[config.mk]
export PLATFORM = sky130hd
export DESIGN_NAME = vg93_sector_writer_flat
export DESIGN_NICKNAME = d
export VERILOG_FILES = /design/src/rtl/vg93_pkg.sv /design/src/rtl/vg93_sector_writer_if.sv /design/src/rtl/vg93_crc16.sv /design/src/rtl/vg93_sector_writer.sv /design/src/flat_wrapper.sv
export SDC_FILE = /design/constraint.sdc
export NUM_CORES = 1
export LEC_CHECK = 0
export CAP_MARGIN = 20
export CORE_UTILIZATION = 33
export CTS_CLUSTER_SIZE = 40
export DETAILED_ROUTE_END_ITERATION = 8
export SLEW_MARGIN = 10
export SYNTH_ARGS = -nofsm -noshare
export SYNTH_HDL_FRONTEND = slang
export SYNTH_SLANG_ARGS = --single-unit
[constraint.sdc]
create_clock -name clk -period 3 [get_ports clk]
set_input_delay 0.6 -clock clk [delete_from_list [all_inputs] [get_ports clk]]
set_output_delay 0.6 -clock clk [all_outputs]
set_load 0.005 [all_outputs]
[src/rtl/vg93_pkg.sv]
// Shared definitions for the VG93 write-sector path: state encoding,
// fixed byte values, CRC constants and the size-code decoder.
package vg93_pkg;

    typedef enum logic [3:0] {
        S_IDLE, S_ARM, S_PRE, S_SYNC, S_MARK, S_DATA, S_CRCH, S_CRCL, S_TRAIL, S_STOP
    } state_t;

    localparam logic [7:0]  SYNC_BYTE    = 8'hA1;
    localparam logic [7:0]  MARK_NORMAL  = 8'hFB;
    localparam logic [7:0]  MARK_DELETED = 8'hF8;
    localparam logic [7:0]  GAP_BYTE     = 8'h4E;
    localparam logic [15:0] CRC_INIT     = 16'hFFFF;
    localparam logic [15:0] CRC_POLY     = 16'h1021;

    function automatic logic [10:0] sector_len(input logic [1:0] code);
        return 11'd128 << code;
    endfunction

endpackage

[src/rtl/vg93_sector_writer_if.sv]
// CPU data-register and MFM-encoder handshake bundle of the sector writer.
interface vg93_sector_writer_if;
    logic       start;
    logic       abort;
    logic [7:0] mark;
    logic [1:0] size;
    logic [7:0] data;
    logic       data_wr;
    logic       drq;
    logic       lost_data;
    logic       busy;
    logic       done;
    logic       wg;
    logic [7:0] main_2_byte;
    logic       byte_2_write;
    logic       translate;
    logic       next_byte;

    modport master (
        output start, abort, mark, size, data, data_wr, next_byte,
        input  drq, lost_data, busy, done, wg, main_2_byte, byte_2_write, translate
    );

    modport slave (
        input  start, abort, mark, size, data, data_wr, next_byte,
        output drq, lost_data, busy, done, wg, main_2_byte, byte_2_write, translate
    );
endinterface

[src/rtl/vg93_crc16.sv]
// Bit-serial CRC-CCITT (poly 1021h, MSB first); one byte takes eight clocks.
module vg93_crc16
    import vg93_pkg::*;
(
    input  logic        clk,
    input  logic        rst,
    input  logic        clr,
    input  logic        load,
    input  logic [7:0]  din,
    output logic [15:0] crc,
    output logic        busy
);
    logic [7:0] sh;
    logic [2:0] bitn;

    always_ff @(posedge clk or posedge rst) begin
        if (rst) begin
            crc  <= CRC_INIT;
            sh   <= '0;
            bitn <= '0;
            busy <= 1'b0;
        end else if (clr) begin
            crc  <= CRC_INIT;
            bitn <= '0;
            busy <= 1'b0;
        end else if (load) begin
            sh   <= din;
            bitn <= '0;
            busy <= 1'b1;
        end else if (busy) begin
            crc  <= {crc[14:0], 1'b0} ^ ((crc[15] ^ sh[7]) ? CRC_POLY : 16'h0000);
            sh   <= {sh[6:0], 1'b0};
            bitn <= bitn + 3'd1;
            if (bitn == 3'd7) busy <= 1'b0;
        end
    end
endmodule

[src/rtl/vg93_sector_writer.sv]
// Write-sector sequencer: preamble, sync, data mark, sector data, CRC and gap
// handed to the MFM encoder one byte per NEXT_BYTE request.
module vg93_sector_writer
    import vg93_pkg::*;
#(
    parameter int         PRE_LEN    = 12,
    parameter int         SYNC_LEN   = 3,
    parameter logic [7:0] TRAIL_BYTE = GAP_BYTE
) (
    input logic                 clk,
    input logic                 rst,
    vg93_sector_writer_if.slave bus
);
    localparam logic [10:0] PRE_LAST  = 11'(PRE_LEN - 1);
    localparam logic [10:0] SYNC_LAST = 11'(SYNC_LEN - 1);

    state_t      state, state_nx;
    logic [10:0] cnt, cnt_nx;
    logic [7:0]  mark_q, mark_nx, hold, hold_nx, main, main_nx;
    logic [1:0]  size_q, size_nx;
    logic        full, full_nx, armed, armed_nx;
    logic        drq, drq_nx, lost, lost_nx, busy, busy_nx, done, done_nx;
    logic        wg, wg_nx, ack, ack_nx, trans, trans_nx;
    logic        crc_clr, crc_load, crc_busy;
    logic [15:0] crc;
    logic        abort_now, offering, svc, wr_ok, last_data;

    assign abort_now = bus.abort && (state != S_IDLE);
    // CRC bytes wait for the serial engine; in practice it is long done.
    assign offering  = (state inside {S_PRE, S_SYNC, S_MARK, S_DATA, S_CRCH, S_CRCL, S_TRAIL})
                       && !(state == S_CRCH && crc_busy);
    // armed drops on each service and re-arms once the request goes low,
    // so a request held past its ack cannot pull a second byte.
    assign svc       = offering && bus.next_byte && !ack && armed && !abort_now;
    assign wr_ok     = bus.data_wr && drq;
    assign last_data = (cnt == sector_len(size_q) - 11'd1);

    vg93_crc16 u_crc (
        .clk(clk), .rst(rst), .clr(crc_clr), .load(crc_load),
        .din(main_nx), .crc(crc), .busy(crc_busy)
    );

    always_ff @(posedge clk or posedge rst) begin
        if (rst) begin
            state <= S_IDLE;   cnt  <= '0;   mark_q <= '0;  size_q <= '0;
            hold  <= '0;       full <= 1'b0; armed  <= 1'b1;
            drq   <= 1'b0;     lost <= 1'b0; busy   <= 1'b0; done <= 1'b0;
            wg    <= 1'b0;     main <= TRAIL_BYTE; ack  <= 1'b0; trans <= 1'b0;
        end else begin
            state <= state_nx; cnt  <= cnt_nx;  mark_q <= mark_nx; size_q <= size_nx;
            hold  <= hold_nx;  full <= full_nx; armed  <= armed_nx;
            drq   <= drq_nx;   lost <= lost_nx; busy   <= busy_nx; done <= done_nx;
            wg    <= wg_nx;    main <= main_nx; ack    <= ack_nx;  trans <= trans_nx;
        end
    end

    always_comb begin
        state_nx = state;
        if (abort_now) state_nx = S_IDLE;
        else begin
            case (state)
                S_IDLE:  if (bus.start) state_nx = S_ARM;
                S_ARM:   state_nx = S_PRE;
                S_PRE:   if (svc && cnt == PRE_LAST)  state_nx = S_SYNC;
                S_SYNC:  if (svc && cnt == SYNC_LAST) state_nx = S_MARK;
                S_MARK:  if (svc) state_nx = S_DATA;
                S_DATA:  if (svc && last_data) state_nx = S_CRCH;
                S_CRCH:  if (svc) state_nx = S_CRCL;
                S_CRCL:  if (svc) state_nx = S_TRAIL;
                S_TRAIL: if (svc && cnt != 11'd0) state_nx = S_STOP;
                S_STOP:  state_nx = S_IDLE;
                default: state_nx = S_IDLE;
            endcase
        end
    end

    always_comb begin
        cnt_nx   = cnt;   mark_nx = mark_q; size_nx = size_q; hold_nx = hold;
        full_nx  = full;  drq_nx  = drq;    lost_nx = lost;   busy_nx = busy;
        done_nx  = 1'b0;  wg_nx   = wg;     main_nx = main;   ack_nx  = 1'b0;
        trans_nx = trans; armed_nx = armed | ~bus.next_byte;
        crc_clr  = 1'b0;  crc_load = 1'b0;
        if (wr_ok) begin
            hold_nx = bus.data;
            full_nx = 1'b1;
            drq_nx  = 1'b0;
        end
        if (svc) begin
            ack_nx   = 1'b1;
            armed_nx = 1'b0;
            cnt_nx   = cnt + 11'd1;
        end
        if (abort_now) begin
            wg_nx = 1'b0; drq_nx = 1'b0; trans_nx = 1'b0; busy_nx = 1'b0;
        end else begin
            case (state)
                S_IDLE: if (bus.start) begin
                    mark_nx = bus.mark; size_nx = bus.size;
                    busy_nx = 1'b1;     crc_clr = 1'b1;  lost_nx = 1'b0;
                    drq_nx  = 1'b1;     full_nx = 1'b0;  main_nx = 8'h00; cnt_nx = '0;
                end
                S_ARM: begin
                    wg_nx  = 1'b1;
                    cnt_nx = 11'd1;
                end
                S_PRE: if (svc) begin
                    main_nx = 8'h00;
                    if (cnt == PRE_LAST) cnt_nx = '0;
                end
                S_SYNC: if (svc) begin
                    main_nx  = SYNC_BYTE; crc_load = 1'b1; trans_nx = 1'b1;
                    if (cnt == SYNC_LAST) cnt_nx = '0;
                end
                S_MARK: if (svc) begin
                    main_nx = mark_q; crc_load = 1'b1; cnt_nx = '0;
                end
                // A write landing on the handoff edge loads after the old byte is taken.
                S_DATA: if (svc) begin
                    main_nx  = full ? hold : 8'h00;
                    lost_nx  = lost | ~full;
                    crc_load = 1'b1;
                    trans_nx = 1'b0;
                    full_nx  = wr_ok;
                    drq_nx   = wr_ok ? 1'b0 : ~last_data;
                    if (last_data) cnt_nx = '0;
                end
                S_CRCH:  if (svc) main_nx = crc[15:8];
                S_CRCL:  if (svc) begin main_nx = crc[7:0]; cnt_nx = '0; end
                S_TRAIL: if (svc) main_nx = TRAIL_BYTE;
                S_STOP: begin
                    wg_nx = 1'b0; done_nx = 1'b1; busy_nx = 1'b0;
                end
                default: ;
            endcase
        end
    end

    assign bus.drq          = drq;
    assign bus.lost_data    = lost;
    assign bus.busy         = busy;
    assign bus.done         = done;
    assign bus.wg           = wg;
    assign bus.main_2_byte  = main;
    assign bus.byte_2_write = ack;
    assign bus.translate    = trans;
endmodule

[src/flat_wrapper.sv]
// flat-port wrapper written by rule: the top's interface ports become plain ports
module vg93_sector_writer_flat import vg93_pkg::*;
#(
    parameter int         PRE_LEN    = 12,
    parameter int         SYNC_LEN   = 3,
    parameter logic [7:0] TRAIL_BYTE = GAP_BYTE
)
  (clk, rst, bus_start, bus_abort, bus_mark, bus_size, bus_data, bus_data_wr, bus_next_byte, bus_drq, bus_lost_data, bus_busy, bus_done, bus_wg, bus_main_2_byte, bus_byte_2_write, bus_translate);
  vg93_sector_writer_if bus_i ();
  input logic clk;
  input logic rst;
  input wire logic [$bits(bus_i.start)-1:0] bus_start;
  input wire logic [$bits(bus_i.abort)-1:0] bus_abort;
  input wire logic [$bits(bus_i.mark)-1:0] bus_mark;
  input wire logic [$bits(bus_i.size)-1:0] bus_size;
  input wire logic [$bits(bus_i.data)-1:0] bus_data;
  input wire logic [$bits(bus_i.data_wr)-1:0] bus_data_wr;
  input wire logic [$bits(bus_i.next_byte)-1:0] bus_next_byte;
  output wire logic [$bits(bus_i.drq)-1:0] bus_drq;
  output wire logic [$bits(bus_i.lost_data)-1:0] bus_lost_data;
  output wire logic [$bits(bus_i.busy)-1:0] bus_busy;
  output wire logic [$bits(bus_i.done)-1:0] bus_done;
  output wire logic [$bits(bus_i.wg)-1:0] bus_wg;
  output wire logic [$bits(bus_i.main_2_byte)-1:0] bus_main_2_byte;
  output wire logic [$bits(bus_i.byte_2_write)-1:0] bus_byte_2_write;
  output wire logic [$bits(bus_i.translate)-1:0] bus_translate;
  assign bus_i.start = bus_start;
  assign bus_i.abort = bus_abort;
  assign bus_i.mark = bus_mark;
  assign bus_i.size = bus_size;
  assign bus_i.data = bus_data;
  assign bus_i.data_wr = bus_data_wr;
  assign bus_i.next_byte = bus_next_byte;
  assign bus_drq = bus_i.drq;
  assign bus_lost_data = bus_i.lost_data;
  assign bus_busy = bus_i.busy;
  assign bus_done = bus_i.done;
  assign bus_wg = bus_i.wg;
  assign bus_main_2_byte = bus_i.main_2_byte;
  assign bus_byte_2_write = bus_i.byte_2_write;
  assign bus_translate = bus_i.translate;
  vg93_sector_writer #(.PRE_LEN(PRE_LEN), .SYNC_LEN(SYNC_LEN), .TRAIL_BYTE(TRAIL_BYTE)) u_core (.clk(clk), .rst(rst), .bus(bus_i));
endmodule
Yosys cells after proc, flatten, opt, wreduce, memory -nomap -nowiden:

Index checks and enable logic that the tools add are counted.

* flip-flop bits (word level): 78
* bits in latches: 0
* RAM bits: 0
* ROM bits: 0
* bits of input ports: 24
* output and inout port bits: 15
* memories kept: 0

* add/sub/neg operators: 3
* $mul: 0
* divide/modulo/power cells: 0
* order comparisons: 0
* equality and inequality tests: 26
* shifts and indexed selects: 1
* muxes and demuxes: 77
* bitwise operators: 9
* reduce and logical (&&, ||, !) cells: 35

Operators with widths (count)
* $mux W11: 10
* $mux W8: 12
* $pmux W11 S6: 1
* $pmux W8 S8: 1
* $mux W16: 3
* $mux W4: 9
* $pmux W4 S9: 1
* $mux W1: 30
* $eq A4 B3 Y1 const B: 4
* $xor A16 B13 Y16: 1
* $ne A3 B1 Y1 const B: 5
* $ne A3 B2 Y1 const B: 5
* $mux W13: 1
* $logic_and A1 B1 Y1: 12
* $pmux W1 S2: 6
* $reduce_bool A3 Y1: 4
* $add A11 B1 Y11 const B: 1
* $eq A11 B11 Y1: 1
* $eq A11 B2 Y1 const B: 1
* $eq A11 B4 Y1 const B: 1
* $reduce_bool A11 Y1: 1
* $shl A8 B2 Y11 const A: 1
* $sub A11 B1 Y11 const B: 1
* $mux W3: 3
* other kinds (21): 36

Longest topological paths before layout:

Gate-level depths: netlist of the first run.

* depth in word-level cells: 13
* depth in mapped cells: 12
* depth with buffers taken out: 9

Modules after synthesis:

Synthesis of the first run repeated with hierarchy kept, for this count alone.

* cells, all modules: 430
* area total of the unflattened synthesis: 4169.0 sq um

Modules (own cells, without submodules)
* vg93_sector_writer: instances 1, cells each 328, area each 2927.8 sq um, sequential area each 1257.5 sq um
* vg93_crc16: instances 1, cells each 102, area each 1241.2 sq um, sequential area each 720.7 sq um

Worst setup path before layout of the first run:

OpenSTA, ideal clock, no wires.

* path type: input to register
* start: in bus_abort
* end: reg u_core.cnt[0]
* library setup time: 82 ps
* arrival time: 2370 ps
* data required time: 2918 ps
* path slack: 548 ps
* cell stages on the path: 11
* buffers on the path: 3
* path through: clkbuf_8 > o41a_4 > nor2_4 > and3_1 > buf_2 > inv_1 > clkbuf_1 > ha_1 > o31ai_1 > a31oi_1 > o22ai_1

* longest elaborated chain between the ends: 8

RTL lines
* start: declaration: RTL line flat_wrapper.sv:13 `input wire logic [$bits(bus_i.abort)-1:0] bus_abort;`
* $logic_and A1 B1 Y1 (*): RTL line vg93_sector_writer.sv:28 `assign abort_now = bus.abort && (state != S_IDLE);`
* $logic_not A1 Y1: RTL line vg93_sector_writer.sv:34 `assign svc = offering && bus.next_byte && !ack && armed && !abort_now;`
* $logic_and A1 B1 Y1: RTL line vg93_sector_writer.sv:34
* $mux W11: RTL line vg93_sector_writer.sv:88 `if (svc) begin`
* $mux W11 (on tied branches): RTL line vg93_sector_writer.sv:125, vg93_sector_writer.sv:108, vg93_sector_writer.sv:112
* $mux W11 (on tied branches): RTL line vg93_sector_writer.sv:118, vg93_sector_writer.sv:106, vg93_sector_writer.sv:110
* $pmux W11 S6: RTL line vg93_sector_writer.sv:96 `case (state)`
* $mux W11 (*): RTL line vg93_sector_writer.sv:93 `if (abort_now) begin`
* via u_core.cnt_nx[0]: RTL line vg93_sector_writer.sv:18 `logic [10:0] cnt, cnt_nx;`
* end signal: assignment: RTL line vg93_sector_writer.sv:50 `state <= state_nx; cnt <= cnt_nx; mark_q <= mark_nx; size_q <= size_nx;`
* end: declaration: RTL line vg93_sector_writer.sv:18

The timed path passes the listed nets; every way through them passes the cells marked *.
A chain may end at the register's enable or synchronous reset.

Worst setup path in the final report of the first run:

* start: reg u_core.cnt[6]
* end: reg u_core.state[2]

* longest elaborated chain between the ends: 4

RTL lines
* $eq A11 B4 Y1, or another cell as far along: RTL line vg93_sector_writer.sv:64 `S_PRE: if (svc && cnt == PRE_LAST) state_nx = S_SYNC;`
* $logic_and A1 B1 Y1 (on tied branches)
* $ne A3 B2 Y1 (no line)
* $reduce_and A8 Y1 (no line) (*)
* end signal: assignment: RTL line vg93_sector_writer.sv:50
* end: declaration: RTL line vg93_sector_writer.sv:17 `state_t state, state_nx;`

Every way passes the cells marked *; elsewhere a longest branch is shown, timed or not.

==> run metrics, run 1 <==
status finished, final reports clean; fill cell count 1224; Port-buffer cells 38; Final Max Slew Viols 0; Setup Total Neg Slack 0 ns; CP endpoint kind flip-flop; Setup violations, final 0; Cell Rows 40; Max clock buf depth 2; Die Span Y 114.6 um; post-CTS setup buffer count 0; hpwl dp 7423 um; Avg Cell Area, Syn 9.682 um^2; ys async rst share 100.0%; Starting Density 34.39%; PnR Total Power 4.506 mW; die area 0.01313 mm^2; Post-synth EDFFs 0; Fmax ~380 MHz; maximum vdd drop 0.3207 mV; leakage 2.120 nW; final instance area between 0.005 and 0.006 mm^2; total iterations of the first detailed-routing run 4; Worst Hold Class flip-flop to flip-flop; period utilization 87.08%; Synth Cell Area roughly 0.0042 mm^2; RSZ-0062 raised after global routing false; Mapped Nets 462; clk_skew 0.007601 ns; Antenna diodes 0; minimum hold slack 0.4653 ns; Vias/cell 5.339; post_cts resized 0; initial antenna violation count 1; layout cells sized above 1 17.57%; crit-path max cell delay 0.58 ns; CTS Buf Count 9; Worst Setup Path Type flip-flop to flip-flop; # hold bufs at CTS 0; Critical Path Start Type flip-flop; Multi-input gate area between 0.0015 and 0.002 mm^2; Worst Path Arrival between 2 and 3 ns; Hold Fails Final Rpt 0; Area Growth Syn to Fin 21.66%; GP Congestion roughly 0.88; GRT Total Usage about 18%; CP required between 3 and 4 ns; Detail Route Antenna Nets 0; Overflow after GRT 0; Crit-path slowest cell or4_4; core area approximately 0.012 mm^2; Synth cell types 66; # Max-Cap Violations 0; Routed WL 10590 um; Post-synth top flop dfrtp_1; Final Net Count roughly 500; post-synth top area cell dfrtp_1; DIE WIDTH approximately 110 um; FF/Latch Area 0.001978 mm^2; sequential area share after synthesis 47.29%; Post-DP Area 0.004758 mm^2; Yosys reg bits 78; H-tree levels 3; Worst-path clk slew roughly 0.06 ns; Least-Margin Pin Slew 0.7670 ns; pre-CTS setup slack 0.04212 ns; Area contributors post-synth dfrtp_1 (34%), dfstp_2 (13%), nand2_1 (5.7%); Ys Warns 0; Root Driver clkbuf_16; share of the synthesized area in the top cell type about a third; routed via count roughly 3.4k; crit-path leading delay family simple AND/OR/NAND/NOR gates; Cell Chain, Critical Path or4_4 -> nor4_2 -> nand4_1 -> a22oi_2 -> nand2_2 -> or4_1 -> a31oi_1; DRC violations left 0; worst setup margin 0.3876 ns; clk_lat worst skew around 0.34 ns; CP max FO 8; total clock sinks 78; Power Density 885.5 mW/mm^2; vias in the first global route 3469; min Tclk post-route 2.612 ns; largest net degree at the start of global routing 79; WP buf/inv 0; Mapped Cells roughly 430; Relative slew margins 48.87%; IO Count 39; wire per inst 16.39 um; initial drt markers 201; CTS tree yes; first-pass GRT wire length 17960 um
tightest hold or removal path: cells and delay by family (launching register included):
kind	cells	cell delay (ns)
buf+inv	1	0.04
flops	1	0.37
compound gates	1	0.05
placed cells by master (no fill, tap or decap), types with 3 or more instances in the layout:
cell type | netlist | layout
a21oi_1 | 25 | 25
a221oi_1 | 4 | 4
a22o_1 | 8 | 8
a31oi_1 | 9 | 9
a32oi_1 | 3 | 3
and2_1 | 3 | 3
buf_4 | 1 | 18
clkbuf_16 | 0 | 9
clkdlybuf4s50_1 | 0 | 38
dfrtp_1 | 57 | 57
dfstp_2 | 21 | 21
ha_1 | 6 | 6
inv_1 | 15 | 14
mux2_2 | 9 | 9
mux2i_1 | 5 | 5
nand2_1 | 64 | 64
nand2b_1 | 8 | 8
nand3_1 | 29 | 29
nand4_1 | 4 | 4
nor2_1 | 23 | 23
nor3_1 | 7 | 7
o21a_1 | 9 | 9
o21ai_0 | 15 | 15
o22a_1 | 16 | 16
o22ai_1 | 4 | 4
o2bb2ai_1 | 5 | 5
o31ai_1 | 4 | 4
or3_1 | 4 | 4
or4_1 | 3 | 3
xor2_1 | 4 | 4
stage by stage:
step,instances,util (%)
after floorplan,432,-
after global placement,630,39.13
after detailed placement,630,39.13
after CTS,646,41.84
after global routing,646,41.84
final,646,41.84
state kept, by name, indices dropped and copies added (netlist names), 2 cells and up:
name and flops:
u_core.u_crc.crc 16, u_core.u_crc.sh 8, u_core.size_q 2, u_core.bus.main_2_byte 8
u_core.hold 8, u_core.u_crc.bitn 3, u_core.mark_q 8, u_core.state 4
u_core.cnt 11
path summary, 6_finish.rpt:
kind | start | endpoint | slack (ns) | cells past startpoint
setup / recovery | u_core.cnt[6]$_DFF_PP0_ | u_core.state[2]$_DFFE_PP0P_ | 0.39 | 7
hold / removal | u_core.armed$_DFF_PP1_ | u_core.armed$_DFF_PP1_ | 0.47 | 2
setup reg to reg | u_core.cnt[6]$_DFF_PP0_ | u_core.state[2]$_DFFE_PP0P_ | 0.39 | 7
hold reg to reg | u_core.armed$_DFF_PP1_ | u_core.armed$_DFF_PP1_ | 0.47 | 2
max in group asynchronous | rst | u_core.bus.main_2_byte[1]$_DFF_PP1_ | 1.95 | 3
min in group asynchronous | rst | u_core.state[1]$_DFFE_PP0P_ | 0.68 | 3
layer usage:
metal  wire length, um  vias to the layer above  GRT usage, %
met4               133                        2         4.589
met5                13                        -             0
met3               525                       14         4.447
met1              4927                     1693         24.00
met2              4986                       88         28.36
li1                  -                     1652             -
cell type report:
class | count | area share, %
clock buffers | 10 | 4.696
inverters | 15 | 1.106
flip-flops and latches | 78 | 38.87
well taps | 168 | 4.131
clock inverters | 6 | 1.795
repair buffers | 57 | 10.52
multi-input cells | 312 | 38.87
Yosys cell counts (8+ instances only):
cell type  number
nand2_1        64
dfrtp_1        57
nand3_1        29
a21oi_1        25
nor2_1         23
dfstp_2        21
o22a_1         16
inv_1          15
o21ai_0        15
clkbuf_1       12
a31oi_1         9
mux2_2          9
o21a_1          9
a22o_1          8
nand2b_1        8
where the power goes:
| part | total (mW) | switching (mW) | internal, mW |
|---|---|---|---|
| combinational | 1.74 | 1.01 | 0.731 |
| sequential | 1.55 | 0.203 | 1.34 |
| clock | 1.21 | 0.457 | 0.758 |
kinds of logic after synthesis:
logic type                 count (synthesis)  share of synthesized area [%]
muxes                                     14                          3.620
and+or+nand+nor                          169                          20.46
buffers and inverters                     42                          5.414
xor gates and xnor gates                   5                          1.047
AOI/OAI and AO/OA                        118                          20.37
DFF                                       78                          47.29
adders and majority gates                  6                          1.795
Note: power is estimated with default switching activity, not from simulation.
==> run 2: changes to the inputs <==
Settings changed: SKIP_LAST_GASP from default to 1.
==> results of run 2 <==
No change in the layout: final DEF, timing and power equal those of run 1.
==> run 3: changes to the inputs <==
Settings changed: SKIP_CTS_REPAIR_TIMING from default to 1.
==> results of run 3 <==
No change in the layout: final DEF, timing and power equal those of run 1.
